### src/rtl/alu_muldiv_seq_if.sv
// Request/response bundle between the EX stage and the MULTU/DIVU sequencer.
// The EX stage is the master; the sequencer is the slave.
interface alu_muldiv_seq_if #(
  parameter int WIDTH = 32
);
  logic             start;
  logic             is_div;
  logic [WIDTH-1:0] op_a;
  logic [WIDTH-1:0] op_b;
  logic             busy;
  logic             done;
  logic             dz;
  logic [WIDTH-1:0] hi;
  logic [WIDTH-1:0] lo;

  modport master (
    output start, is_div, op_a, op_b,
    input  busy, done, dz, hi, lo
  );

  modport slave (
    input  start, is_div, op_a, op_b,
    output busy, done, dz, hi, lo
  );
endinterface

### src/rtl/alu_muldiv_seq.sv
// Multi-cycle MULTU/DIVU sequencer that borrows the EX-stage 32-bit ALU (shift-add / restoring divide).
// Define MULDIV_DIVZERO_EN to short-circuit DIVU by zero to a one-cycle result with the dz flag set.
module alu_muldiv_seq #(
  parameter int WIDTH = 32,
  parameter int CNT_W = 5
) (
  input  logic             clk,
  input  logic             rst_n,
  alu_muldiv_seq_if.slave  bus,
  output logic [WIDTH-1:0] alu_a,
  output logic [WIDTH-1:0] alu_b,
  output logic             alu_cin,
  output logic             alu_binv,
  output logic [1:0]       alu_op,
  input  logic [WIDTH-1:0] alu_res,
  input  logic             alu_cout
);

  typedef enum logic [1:0] {
    S_IDLE,
    S_MUL,
    S_DIV,
    S_DONE
  } state_t;

  localparam logic [1:0] OP_ADD = 2'b10;

  state_t           state;
  logic [CNT_W-1:0] cnt;
  logic [WIDTH-1:0] hi_q;
  logic [WIDTH-1:0] lo_q;
  logic [WIDTH-1:0] opnd;
  logic [WIDTH-1:0] rem_shift;
  logic             quo_bit;

  // Partial remainder shifted left by one; the bit falling out of hi is kept in quo_bit
  // because a set bit there means the shifted remainder already exceeds any 32-bit divisor.
  assign rem_shift = {hi_q[WIDTH-2:0], lo_q[WIDTH-1]};
  assign quo_bit   = alu_cout | hi_q[WIDTH-1];

  assign bus.busy = (state == S_MUL) || (state == S_DIV);
  assign bus.done = (state == S_DONE);
  assign bus.hi   = hi_q;
  assign bus.lo   = lo_q;

`ifdef MULDIV_DIVZERO_EN
  logic dz_q;
  assign bus.dz = dz_q;
`else
  assign bus.dz = 1'b0;
`endif

  always_comb begin
    // NOTE: every output gets a default before the case so no path can infer a latch.
    alu_a    = '0;
    alu_b    = '0;
    alu_cin  = 1'b0;
    alu_binv = 1'b0;
    alu_op   = 2'b00;
    unique case (state)
      S_MUL: begin
        alu_a  = hi_q;
        alu_b  = opnd;
        alu_op = OP_ADD;
      end
      S_DIV: begin
        // a + ~b + 1 = a - b; carry-out set means no borrow
        alu_a    = rem_shift;
        alu_b    = opnd;
        alu_binv = 1'b1;
        alu_cin  = 1'b1;
        alu_op   = OP_ADD;
      end
      default: ;
    endcase
  end

  always_ff @(posedge clk or negedge rst_n) begin
    if (!rst_n) begin
      state <= S_IDLE;
      cnt   <= '0;
      hi_q  <= '0;
      lo_q  <= '0;
      opnd  <= '0;
`ifdef MULDIV_DIVZERO_EN
      dz_q  <= 1'b0;
`endif
    end else begin
      // NOTE: non-blocking assignments so every register samples pre-edge values of the others.
      unique case (state)
        S_IDLE, S_DONE: begin
          if (bus.start) begin
            opnd  <= bus.op_b;
            hi_q  <= '0;
            lo_q  <= bus.op_a;
            cnt   <= '0;
            state <= bus.is_div ? S_DIV : S_MUL;
`ifdef MULDIV_DIVZERO_EN
            dz_q  <= 1'b0;
            if (bus.is_div && (bus.op_b == '0)) begin
              hi_q  <= bus.op_a;
              lo_q  <= '1;
              dz_q  <= 1'b1;
              state <= S_DONE;
            end
`endif
          end else begin
            state <= S_IDLE;
          end
        end
        S_MUL: begin
          if (lo_q[0]) begin
            {hi_q, lo_q} <= {alu_cout, alu_res, lo_q[WIDTH-1:1]};
          end else begin
            {hi_q, lo_q} <= {1'b0, hi_q, lo_q[WIDTH-1:1]};
          end
          cnt <= cnt + 1'b1;
          if (cnt == '1) state <= S_DONE;
        end
        S_DIV: begin
          hi_q <= quo_bit ? alu_res : rem_shift;
          lo_q <= {lo_q[WIDTH-2:0], quo_bit};
          cnt  <= cnt + 1'b1;
          if (cnt == '1) state <= S_DONE;
        end
        default: state <= S_IDLE;
      endcase
    end
  end

endmodule

### src/flat_wrapper.sv
// flat-port wrapper written by rule: the top's interface ports become plain ports
module alu_muldiv_seq_flat 
#(
  parameter int WIDTH = 32,
  parameter int CNT_W = 5
)
  (clk, rst_n, alu_a, alu_b, alu_cin, alu_binv, alu_op, alu_res, alu_cout, bus_start, bus_is_div, bus_op_a, bus_op_b, bus_busy, bus_done, bus_dz, bus_hi, bus_lo);
  alu_muldiv_seq_if #(.WIDTH(WIDTH)) bus_i ();
  input  logic clk;
  input  logic rst_n;
  output logic [WIDTH-1:0] alu_a;
  output logic [WIDTH-1:0] alu_b;
  output logic alu_cin;
  output logic alu_binv;
  output logic [1:0] alu_op;
  input  logic [WIDTH-1:0] alu_res;
  input  logic alu_cout;
  input wire logic [$bits(bus_i.start)-1:0] bus_start;
  input wire logic [$bits(bus_i.is_div)-1:0] bus_is_div;
  input wire logic [$bits(bus_i.op_a)-1:0] bus_op_a;
  input wire logic [$bits(bus_i.op_b)-1:0] bus_op_b;
  output wire logic [$bits(bus_i.busy)-1:0] bus_busy;
  output wire logic [$bits(bus_i.done)-1:0] bus_done;
  output wire logic [$bits(bus_i.dz)-1:0] bus_dz;
  output wire logic [$bits(bus_i.hi)-1:0] bus_hi;
  output wire logic [$bits(bus_i.lo)-1:0] bus_lo;
  assign bus_i.start = bus_start;
  assign bus_i.is_div = bus_is_div;
  assign bus_i.op_a = bus_op_a;
  assign bus_i.op_b = bus_op_b;
  assign bus_busy = bus_i.busy;
  assign bus_done = bus_i.done;
  assign bus_dz = bus_i.dz;
  assign bus_hi = bus_i.hi;
  assign bus_lo = bus_i.lo;
  alu_muldiv_seq #(.WIDTH(WIDTH), .CNT_W(CNT_W)) u_core (.clk(clk), .rst_n(rst_n), .bus(bus_i), .alu_a(alu_a), .alu_b(alu_b), .alu_cin(alu_cin), .alu_binv(alu_binv), .alu_op(alu_op), .alu_res(alu_res), .alu_cout(alu_cout));
endmodule
### config.mk
export PLATFORM = sky130hd
export DESIGN_NAME = alu_muldiv_seq_flat
export DESIGN_NICKNAME = d
export VERILOG_FILES = /design/src/rtl/alu_muldiv_seq_if.sv /design/src/rtl/alu_muldiv_seq.sv /design/src/flat_wrapper.sv
export SDC_FILE = /design/constraint.sdc
export NUM_CORES = 1
export LEC_CHECK = 0
export BUFFER_PORTS_ARGS = -buffer_cell sky130_fd_sc_hd__buf_2
export CAP_MARGIN = 10
export CORE_AREA = 5 5 136 138
export CTS_CLUSTER_SIZE = 14
export DETAILED_ROUTE_END_ITERATION = 7
export DIE_AREA = 0 0 141 143
export HOLD_SLACK_MARGIN = 0.08
export PLACE_DENSITY = 0.59
export SKIP_CTS_REPAIR_TIMING = 1
export SLEW_MARGIN = 20
export SYNTH_ARGS = -nofsm -noshare
export SYNTH_HDL_FRONTEND = slang
export SYNTH_SLANG_ARGS = --single-unit
### constraint.sdc
create_clock -name clk -period 2.1 [get_ports clk]
set_input_delay 0.105 -clock clk [delete_from_list [all_inputs] [get_ports clk]]
set_output_delay 0.105 -clock clk [all_outputs]
set_load 0.01 [all_outputs]
==> impl_metrics.yaml <==
yosys:
  synth_cells: 550
  synth_seq_cells: 103
  ys_types: 31
  synth_top_area_share_pct: 44.1
  synth_compound_area_share_pct: 17.5
  synth_top_family_by_area: "multiplexers"
  synth_area_um2: 5850
  synthTopCellsByArea: "dfrtp_1 44%, mux2i_1 16%, mux2_2 6.4%"
  muxShareOfSynthArea_pct: 22.4
  synthSimpleGateAreaFrac_pct: 8.85
  synth-xor-area-share_pct: 0.299
  yosysSeqAreaShare_pct: 44.1
  synthAdderAreaFrac_pct: 1.28
  synth_area_per_cell_um2: 10.6
  yosysTopAreaCell: "dfrtp_1"
  yosysWarnings: 0
setup_path:
  start_kind: "flip-flop"
  critical_path_class: "flip-flop to primary output"
  cp_data_required_time_ns: 2.00
  crit_cells: 6
  reg2regPathDepth: 6
  worst_path_max_delay_cell: "dfrtp_1"
  critPathTopFamily: "buffers and inverters"
  cp_max_fo: 25
  cp_data_arrival_time_ns: 1.88
  max_stage_delay_ns: 0.44
  cp.buffers_inverters: 3
  endpoint_kind: "primary output"
  worstPathCellList: "inv_1 -> ha_1 -> buf_8 -> a22oi_1 -> nor2_1 -> buf_2"
final_layout:
  multi_input_area_um2: 2980
  antennaDiodeCount: 0
  layout_common_cells: "232 x buf_2, 102 x dfrtp_1, 94 x mux2i_1"
  fill_cells: 1618
  register_area_um2: 2580
  fin_util_pct: 46.8
  mostFrequentLayoutCell: "buf_2"
  layout-drive-gt1-share_pct: 38.1
  syn_to_final_growth_pct: 36.5
  layout.nets: 903
  finalInstanceArea_um2: 7990
die:
  boundaryPins: 236
  design.core.area_um2: 17100
  die_area_um2: 20200
  num_rows: 48
  floorplan.initialDensity_pct: 34.3
  die_x_um: 141
  die_h_um: 143
detailed_routing:
  vias_per_cell: 5.43
  drt_iter0_drc: 317
  wl_per_cell_um: 18.4
  dr.pass1.iters: 6
  drc: 0
  final_antenna_net_count: 0
  drt-total-wl_mm: 18.9
  vias: 5572
pwr:
  p_leak_nw: 3.88
  p_int_mw: 7.23
  p_seq_share_pct: 31.6
  ir_drop_uv: 940
  combPwrFrac_pct: 54.8
  pwr-share-clk_pct: 13.6
  switching_share_pct: 44.8
  p_sw_mw: 5.86
  p_per_area_nw_per_um2: 1640
  total_power_mw: 13.1
clock_tree:
  numCtsBuffers: 9
  cts_sinks: 103
  cts_buffer_depth: 2
  root_buffer: "clkbuf_16"
  cts.clk_slew.worst_paths_ns: 0.07
  htree_levels: 3
  clk-insertion-delay-late_ns: 0.35
  cts_tree: "built"
place:
  gp_congestion: 0.868
  portBuffers: 233
  place_hpwl_mm: 13.0
  dpl-instance-area_um2: 7230
sta:
  slew_viol_final: 0
  tightest_slew_ns: 0.597
  finClkSkew_ns: 0.00788
  min_period_over_period_pct: 94.7
  rsz0062_at_grt: "no"
  finalCriticalPeriod_ns: 1.99
  finalSetupViolations: 0
  fmax_ghz: 0.503
  slew_headroom_pct: 60.2
  hold_viol_final: 0
job:
  max_cap_viol_count: 0
global_routing:
  grt_start_max_net_pins: 115
  grt_pass1_wl_mm: 29.2
  grt_pass1_vias: 5592
  grt_use_total_pct: 17.7
  overflow: 0
  antenna_found_initial: 1
run_status:
  outcome: "completed"
hold_path:
  hp-class: "primary input to flip-flop"
  worst_hold_path.num_cells: 3
==> path summary, 6_finish.rpt <==
check	start	endpoint	slack (ns)
min reg2reg	u_core.opnd[25]	u_core.opnd[25]	0.50
min in group asynchronous	rst_n	u_core.bus.lo[31]	0.14
max in group asynchronous	rst_n	u_core.opnd[19]	1.17
max	u_core.state[0]	alu_a[13]	0.11
max reg2reg	u_core.state[0]	u_core.bus.hi[8]	0.20
min	bus_op_a[12]	u_core.bus.lo[12]	0.06
==> registers in the layout, summed over array words and instances, names as in the netlist <==
signal         cells
u_core.bus.lo     32
u_core.state       2
u_core.opnd       32
u_core.bus.hi     32
u_core.cnt         5
==> power by group through the flow <==
stage / Sequential [mW] / Clock [mW] / Combinational [mW]
4_1_cts: 4.12 / 1.83 / 6.97
5_1_grt: 4.30 / 1.91 / 7.85
3_5_place_dp: 4.14 / 0 / 6.96
6_report: 4.13 / 1.78 / 7.17
2_1_floorplan: 4.10 / 0 / 4.41
3_3_place_gp: 4.07 / 0 / 6.78
==> through the flow <==
step	cells	TNS (ns)	worst slack, ns	hold WS [ns]
final	1026	0	0.112	0.0566
after global routing	1026	0	0.00371	0.0823
after CTS	985	-0.0278	-0.0278	-0.434
after detailed placement	969	0	0.297	-0.0496
after global placement	969	0	0.331	-0.0509
after floorplan	551	0	0.488	-0.191
==> cells by family after synthesis <==
| logic type | after synthesis |
|---|---|
| muxes | 127 |
| DFF | 103 |
| AOI/OAI and AO/OA | 138 |
| adders and majority gates | 6 |
| xor gates and xnor gates | 2 |
| other | 1 |
| and+or+nand+nor | 111 |
| buffers and inverters | 62 |
==> cell usage after synthesis <==
library cell    n
xor2_1          1
o22ai_1         2
mux2_2         33
clkbuf_2        1
ha_1            6
buf_4          14
nor2_4          1
buf_1           2
nand2_1        37
or2_2           1
mux2i_1        94
nor2b_1        33
inv_1           4
nand3_1         5
conb_1          1
a31oi_1         2
o221ai_1       31
and3_1          1
clkbuf_4        1
o21ai_0         3
a21oi_1        33
dfrtp_1       103
buf_2          26
a221oi_1       32
a22oi_1        32
clkbuf_1       14
a22o_1          1
nor2_1         33
o2bb2ai_1       1
xnor2_1         1
o31a_1          1
==> area by class of cell <==
cell class,count,share of cell area [%]
Inverter,4,0.188
Clock buffer,14,3.43
Sequential cell,103,32.3
Timing Repair Buffer,292,22.8
Tap cell,225,3.52
Multi-Input combinational cell,386,37.3
Clock inverter,2,0.470
==> worst register-to-register path, cell delays in order, from the launching register on <==
cell	delay, ns
dfrtp_1	0.44
inv_1	0.12
ha_4	0.37
inv_1	0.14
nand2_1	0.31
buf_4	0.27
o221ai_1	0.12
==> layer usage <==
layer / track usage [%] / wire [um] / vias to the layer above
met4: 6.37 / 308 / 2
met2: 28.5 / 9070 / 220
met3: 4.99 / 1450 / 24
met1: 22.9 / 8030 / 2772
met5: 0 / 20 / -
li1: - / - / 2554
No activity file was read; power rests on OpenSTA's default activity.
